File: src/rtl/cond_logic.sv
// ---------------------------------------------------------------------------
// cond_logic
//   Holds the architectural condition flags {N,Z,C,V} of the ARM32 core. It
//   checks the 4-bit condition field of the current instruction against those
//   stored flags. When the condition fails, the instruction becomes a no-op:
//   the PC, register-file and memory write strobes are suppressed, and the
//   flags are left untouched.
//
// Parameters
//   FLAG_RST   reset value of the stored {N,Z,C,V}
//   NV_EXEC    behaviour of condition 4'b1111 (0 = never, 1 = always)
//
// Ports
//   clk        rising-edge clock
//   reset_n    asynchronous active-low reset
//   Cond       instruction condition field Instr[31:28]
//   ALUFlag    {N,Z,C,V} produced by the ALU for the current instruction
//   FlagW      [1] update N,Z ; [0] update C,V
//   PCS        decoder: instruction writes PC
//   RegW       decoder: instruction writes register file
//   MemW       decoder: instruction writes memory
//   Stall      hold: no flag update and no writes this cycle
//   CondEx     condition passes against the stored flags (combinational)
//   PCSrc      PCS  & CondEx & ~Stall
//   RegWrite   RegW & CondEx & ~Stall
//   MemWrite   MemW & CondEx & ~Stall
//   Flags      stored {N,Z,C,V}
// ---------------------------------------------------------------------------
module cond_logic #(
   parameter logic [3:0] FLAG_RST = 4'b0000,
   parameter bit         NV_EXEC  = 1'b0
) (
   input  logic       clk,
   input  logic       reset_n,
   input  logic [3:0] Cond,
   input  logic [3:0] ALUFlag,
   input  logic [1:0] FlagW,
   input  logic       PCS,
   input  logic       RegW,
   input  logic       MemW,
   input  logic       Stall,
   output logic       CondEx,
   output logic       PCSrc,
   output logic       RegWrite,
   output logic       MemWrite,
   output logic [3:0] Flags
);

   logic [3:0] flags_q;
   logic       flag_n, flag_z, flag_c, flag_v;
   logic       go;

   assign flag_n = flags_q[3];
   assign flag_z = flags_q[2];
   assign flag_c = flags_q[1];
   assign flag_v = flags_q[0];

   // The condition is evaluated against the stored flags only. The ALU result
   // of the current instruction is not bypassed, so a flag-setting instruction
   // affects the next instruction onward.
   always_comb begin
      CondEx = 1'b0;
      case (Cond)
         4'b0000: CondEx = flag_z;
         4'b0001: CondEx = ~flag_z;
         4'b0010: CondEx = flag_c;
         4'b0011: CondEx = ~flag_c;
         4'b0100: CondEx = flag_n;
         4'b0101: CondEx = ~flag_n;
         4'b0110: CondEx = flag_v;
         4'b0111: CondEx = ~flag_v;
         4'b1000: CondEx = flag_c & ~flag_z;
         4'b1001: CondEx = ~flag_c | flag_z;
         4'b1010: CondEx = (flag_n == flag_v);
         4'b1011: CondEx = (flag_n != flag_v);
         4'b1100: CondEx = ~flag_z & (flag_n == flag_v);
         4'b1101: CondEx = flag_z | (flag_n != flag_v);
         4'b1110: CondEx = 1'b1;
         4'b1111: CondEx = NV_EXEC;
         default: CondEx = 1'b0;
      endcase
   end

   // Stall masks all side effects. Because Stall is ANDed in here, an unknown
   // Cond during a stall still produces a clean 0 enable for the flag register.
   assign go       = CondEx & ~Stall;
   assign PCSrc    = PCS  & go;
   assign RegWrite = RegW & go;
   assign MemWrite = MemW & go;

   // N,Z and C,V are written independently. A half that is not selected keeps
   // its previous value.
   always_ff @(posedge clk or negedge reset_n) begin
      if (!reset_n) begin
         flags_q <= FLAG_RST;
      end else if (go) begin
         if (FlagW[1]) flags_q[3:2] <= ALUFlag[3:2];
         if (FlagW[0]) flags_q[1:0] <= ALUFlag[1:0];
      end
   end

   assign Flags = flags_q;

endmodule
File: config.mk
export PLATFORM = sky130hd
export DESIGN_NAME = cond_logic
export DESIGN_NICKNAME = d
export VERILOG_FILES = /design/src/rtl/cond_logic.sv
export SDC_FILE = /design/constraint.sdc
export NUM_CORES = 1
export LEC_CHECK = 0
export ABC_AREA = 1
export CAP_MARGIN = 20
export CORE_AREA = 4 4 41 43
export CTS_BUF_LIST = sky130_fd_sc_hd__clkbuf_4 sky130_fd_sc_hd__clkbuf_8 sky130_fd_sc_hd__clkbuf_16
export CTS_CLUSTER_SIZE = 24
export DETAILED_ROUTE_END_ITERATION = 6
export DIE_AREA = 0 0 45 47
export GPL_TIMING_DRIVEN = 0
export PLACE_DENSITY = 0.76
export SYNTH_ARGS = -nofsm -noshare
export SYNTH_HDL_FRONTEND = slang
export SYNTH_SLANG_ARGS = --single-unit
File: constraint.sdc
create_clock -name clk -period 2.85 [get_ports clk]
set_input_delay 0.285 -clock clk [delete_from_list [all_inputs] [get_ports clk]]
set_output_delay 0.285 -clock clk [all_outputs]
set_load 0.01 [all_outputs]
==> results by stage <==
Finish:
- The final net count is 115.
- The count of placed standard cells in the final layout, fillers left out is 112.
- The multi-input logic area is 285 um2.
- The final antenna diode count is 0.
- The flip-flop count of the largest register, all copies and words added is 4.
- The layout filler cell count is 137.
- From synthesis to final layout, the design area changed by 64.0%.
- Measured on the finished design, the core utilization comes to 53.9%.
- Cells with a size suffix above 1 make up 12.4% of the layout.
- The sequential cell area in the final layout is 100 um2.
- Once layout is done, the placed cells without fillers occupy 702 um2.

Power and ir drop:
- The clock network fraction of total power is 14.0%.
- Net switching is 44.3% of the power.
- Summed over all nets, the switching power comes to 0.221 mW.
- Per report_power, the combinational group accounts for 61.3% of the total.
- The leakage power total is 0.349 nW.
- Cell internal power was estimated by the tool at 0.278 mW.
- The ratio of total power to cell area is 711 nW/um2.
- The maximum vdd drop is 0.000406 V.
- The relative contribution of sequential cells to total power is 24.7%.

Logic synthesis:
- The mapped netlist covers 428 um2.
- The number of nets in the synthesized netlist is 87.
- Synthesis inferred 4 register bits.
- After synthesis, the netlist uses 15 different library cells.
- A synthesized cell averages 6.03 um2.
- The Yosys step of the flow raised 0 warnings.
- The cell count after synthesis is 71.
- Sequential cells were found to cover 23.4% of the synthesized design area.

Detailed routing:
- The detailed-route wire length on metal 1 is 497 um.
- The first detailed-routing pass ran for 2 iterations.
- The highest metal layer carrying signal wires in the routed design is met4.
- In the routed design, unresolved DRC markers number 0.
- The wire length on met2 is 573 um.
- The starting DRC count in detailed routing is 11.
- Dividing the detail-routed wire length by the instance count gives 10.6 um.
- The total length of routed wires is 1190 um.
- The via density per instance is 4.91.
- In the detailed route, the total length drawn on met3 is 86 um.
- The final route contains 550 vias.
- The post-route antenna net violation count is 0.

Worst setup path:
- STA puts the critical path data required time at 2.57 ns.
- The maximum fanout along the worst path is 8.
- The sort of element at the end of the critical path is a primary output.
- The register-to-register path setup slack is 1.39 ns.
- Data on the critical path arrives at its endpoint at 2.30 ns.
- In this run the worst setup path begins at Cond[0].
- The source of the worst register-to-register timing path is Flags[3]$_DFFE_PN0P_.
- The critical path startpoint category is a primary input.
- The number of cells on the worst reg-to-reg path is 12.
- The type of the setup path with the least slack is in -> out.
- The end of the worst register-to-register path is Flags[0]$_DFFE_PN0P_.

Placement:
- Summing all placed instances gives a cell area of 677 um2.
- At the end of routability-driven placement, the weighted congestion stood at 0.815.
- The number of placed instances, taps included, is 109.
- Detailed placement ended at an HPWL of 1010 um.
- Buffers placed on the I/O ports in this run total 23.

STA:
- The total setup violations reported at the end of the flow is 0.
- The minimum period implied by the final worst setup slack is 2.59 ns.
- The peak clock frequency supported by timing is 0.386 GHz.
- Adding up every negative setup slack in the final design gives 0 ns.
- The worst max-slew margin expressed relative to the limit is 83.8%.
- After layout, the worst path uses 90.8% of the clock period.
- The transition at the pin with the smallest max-transition slack is 0.243 ns.
- The number of hold-slack violations in the final timing report is 0.
- The clock arrives with 0.00235 ns of skew.
- Setup repair after global routing left no endpoint under its margin.
- The final max-slew violation count is 0.
- Hold is met by 0.253 ns.

Clock network:
- The total number of H-tree levels is 1.
- In this run, post-CTS hold repair placed 0 buffers.
- The number of gates resized after cts is 0.
- TritonCTS created 3 clock buffers.
- CTS saw 4 sinks.
- At the later pin of the worst-skew pair, clock insertion delay measures 0.23 ns.
- Clock-pin slew was measured on the worst setup and hold paths at 0.04 ns.
- TritonCTS built the clock tree.
- The cell at the root of the clock tree is sky130_fd_sc_hd__clkbuf_4.
- The post-CTS repair timing setup buffer count is 0.
- The maximum clock path buffer count is 2.

Floorplanning:
- The effective utilization at floorplan is 32.9%.
- The die covers 2120 um2.
- The floorplan step set the die width to 45 um.
- The region available for standard cell placement spans 1300 um2.
- In this run the vertical extent of the chip is 47 um.
- The I/O pin count is 24.
- The floorplan has 13 rows.

Outcome:
- The flow ran to the end, and the final reports show no timing, DRC or antenna violations.

Worst hold path:
- The min-delay analysis places its worst path in the category in -> async.

GRT:
- The via count of the first global-routing pass is 562.
- After global routing the overflow that remains totals 0.
- The total global-route track usage is 13.8%.
- The wire length of the first global-routing pass is 2120 um.
- The number of antenna violations at the first check in global routing is 0.
- The pin count of the biggest net entering global routing is 9.

Job:
- The max-cap violation count is 0.
[Yosys cell counts]
cell type	instances	area (um2)
sky130_fd_sc_hd__inv_2	1	3.75
sky130_fd_sc_hd__nand3_1	7	35.0
sky130_fd_sc_hd__inv_1	11	41.3
sky130_fd_sc_hd__o21ai_1	1	5.00
sky130_fd_sc_hd__nand2_2	2	12.5
sky130_fd_sc_hd__a21oi_1	1	5.00
sky130_fd_sc_hd__nor2_4	1	11.3
sky130_fd_sc_hd__o211ai_1	2	15.0
sky130_fd_sc_hd__nand3_2	3	30.0
sky130_fd_sc_hd__nand4_1	4	25.0
sky130_fd_sc_hd__nand3_4	1	17.5
sky130_fd_sc_hd__o21ai_0	2	10.0
sky130_fd_sc_hd__nor2_1	7	26.3
sky130_fd_sc_hd__nand2_1	24	90.1
sky130_fd_sc_hd__dfrtp_1	4	100
[cell usage in the layout, fill, tap and decap left out, types with 2 or more instances in the layout]
master	netlist	routed
sky130_fd_sc_hd__dfrtp_1	4	4
sky130_fd_sc_hd__o211ai_1	2	2
sky130_fd_sc_hd__clkdlybuf4s50_1	0	23
sky130_fd_sc_hd__nand3_2	3	3
sky130_fd_sc_hd__nand2_1	24	24
sky130_fd_sc_hd__nor2_1	7	6
sky130_fd_sc_hd__inv_1	11	11
sky130_fd_sc_hd__clkbuf_4	0	3
sky130_fd_sc_hd__nand2_2	2	2
sky130_fd_sc_hd__o21ai_0	2	2
sky130_fd_sc_hd__nand3_1	7	7
sky130_fd_sc_hd__nand4_1	4	4
[logic make-up (layout without fill, tap and decap cells)]
kind of cell / count (synthesis) / after routing / share of synthesized area, %
flops: 4 / 4 / 23.4
simple gates: 49 / 49 / 57.9
compound gates: 6 / 6 / 8.18
buf+inv: 12 / 38 / 10.5
[critical path: stages]
cell,delay (ns)
sky130_fd_sc_hd__clkdlybuf4s50_1,0.51
sky130_fd_sc_hd__inv_1,0.07
sky130_fd_sc_hd__nor2_1,0.18
sky130_fd_sc_hd__nand2_1,0.07
sky130_fd_sc_hd__nand2_1,0.06
sky130_fd_sc_hd__inv_1,0.04
sky130_fd_sc_hd__nand2_1,0.06
sky130_fd_sc_hd__nand2_1,0.06
sky130_fd_sc_hd__nand3_2,0.06
sky130_fd_sc_hd__nand2_2,0.06
sky130_fd_sc_hd__nand3_4,0.10
sky130_fd_sc_hd__nand2_2,0.08
sky130_fd_sc_hd__nor2_1,0.11
sky130_fd_sc_hd__clkdlybuf4s50_1,0.55
[routing by layer]
layer | vias up | track usage [%]
met5 | - | 0
li1 | 282 | -
met1 | 244 | 15.0
met2 | 19 | 24.0
met4 | 0 | 8.77
met3 | 5 | 3.07
[worst max path at each step]
stage	end	slack, ns	cells past startpoint
after detailed placement	PCSrc	0.25	13
after global placement	MemWrite	0.31	13
after floorplan	MemWrite	1.26	11
after CTS	PCSrc	0.25	13
final	PCSrc	0.26	14
after global routing	MemWrite	0.04	14
[stage by stage]
stage	worst slack, ns	total power, mW
2_1_floorplan	1.26	0.290
3_3_place_gp	0.306	0.420
3_5_place_dp	0.253	0.431
4_1_cts	0.246	0.507
5_1_grt	0.0360	0.554
6_report	0.261	0.499
[final cells by class]
type / count / share of cell area [%]
multi-input cells: 55 / 40.6
repair buffers: 23 / 32.8
flip-flops and latches: 4 / 14.3
inverters: 12 / 6.42
clock buffers: 3 / 3.21
well taps: 15 / 2.67
[power groups by stage]
stage / Clock, mW / Combinational [mW] / Sequential [mW]
after floorplan: 0 / 0.161 / 0.128
after global placement: 0 / 0.298 / 0.123
after detailed placement: 0 / 0.308 / 0.123
after CTS: 0.0732 / 0.310 / 0.124
after global routing: 0.0786 / 0.345 / 0.130
final: 0.0698 / 0.306 / 0.123
Note: power is estimated with default switching activity, not from simulation.
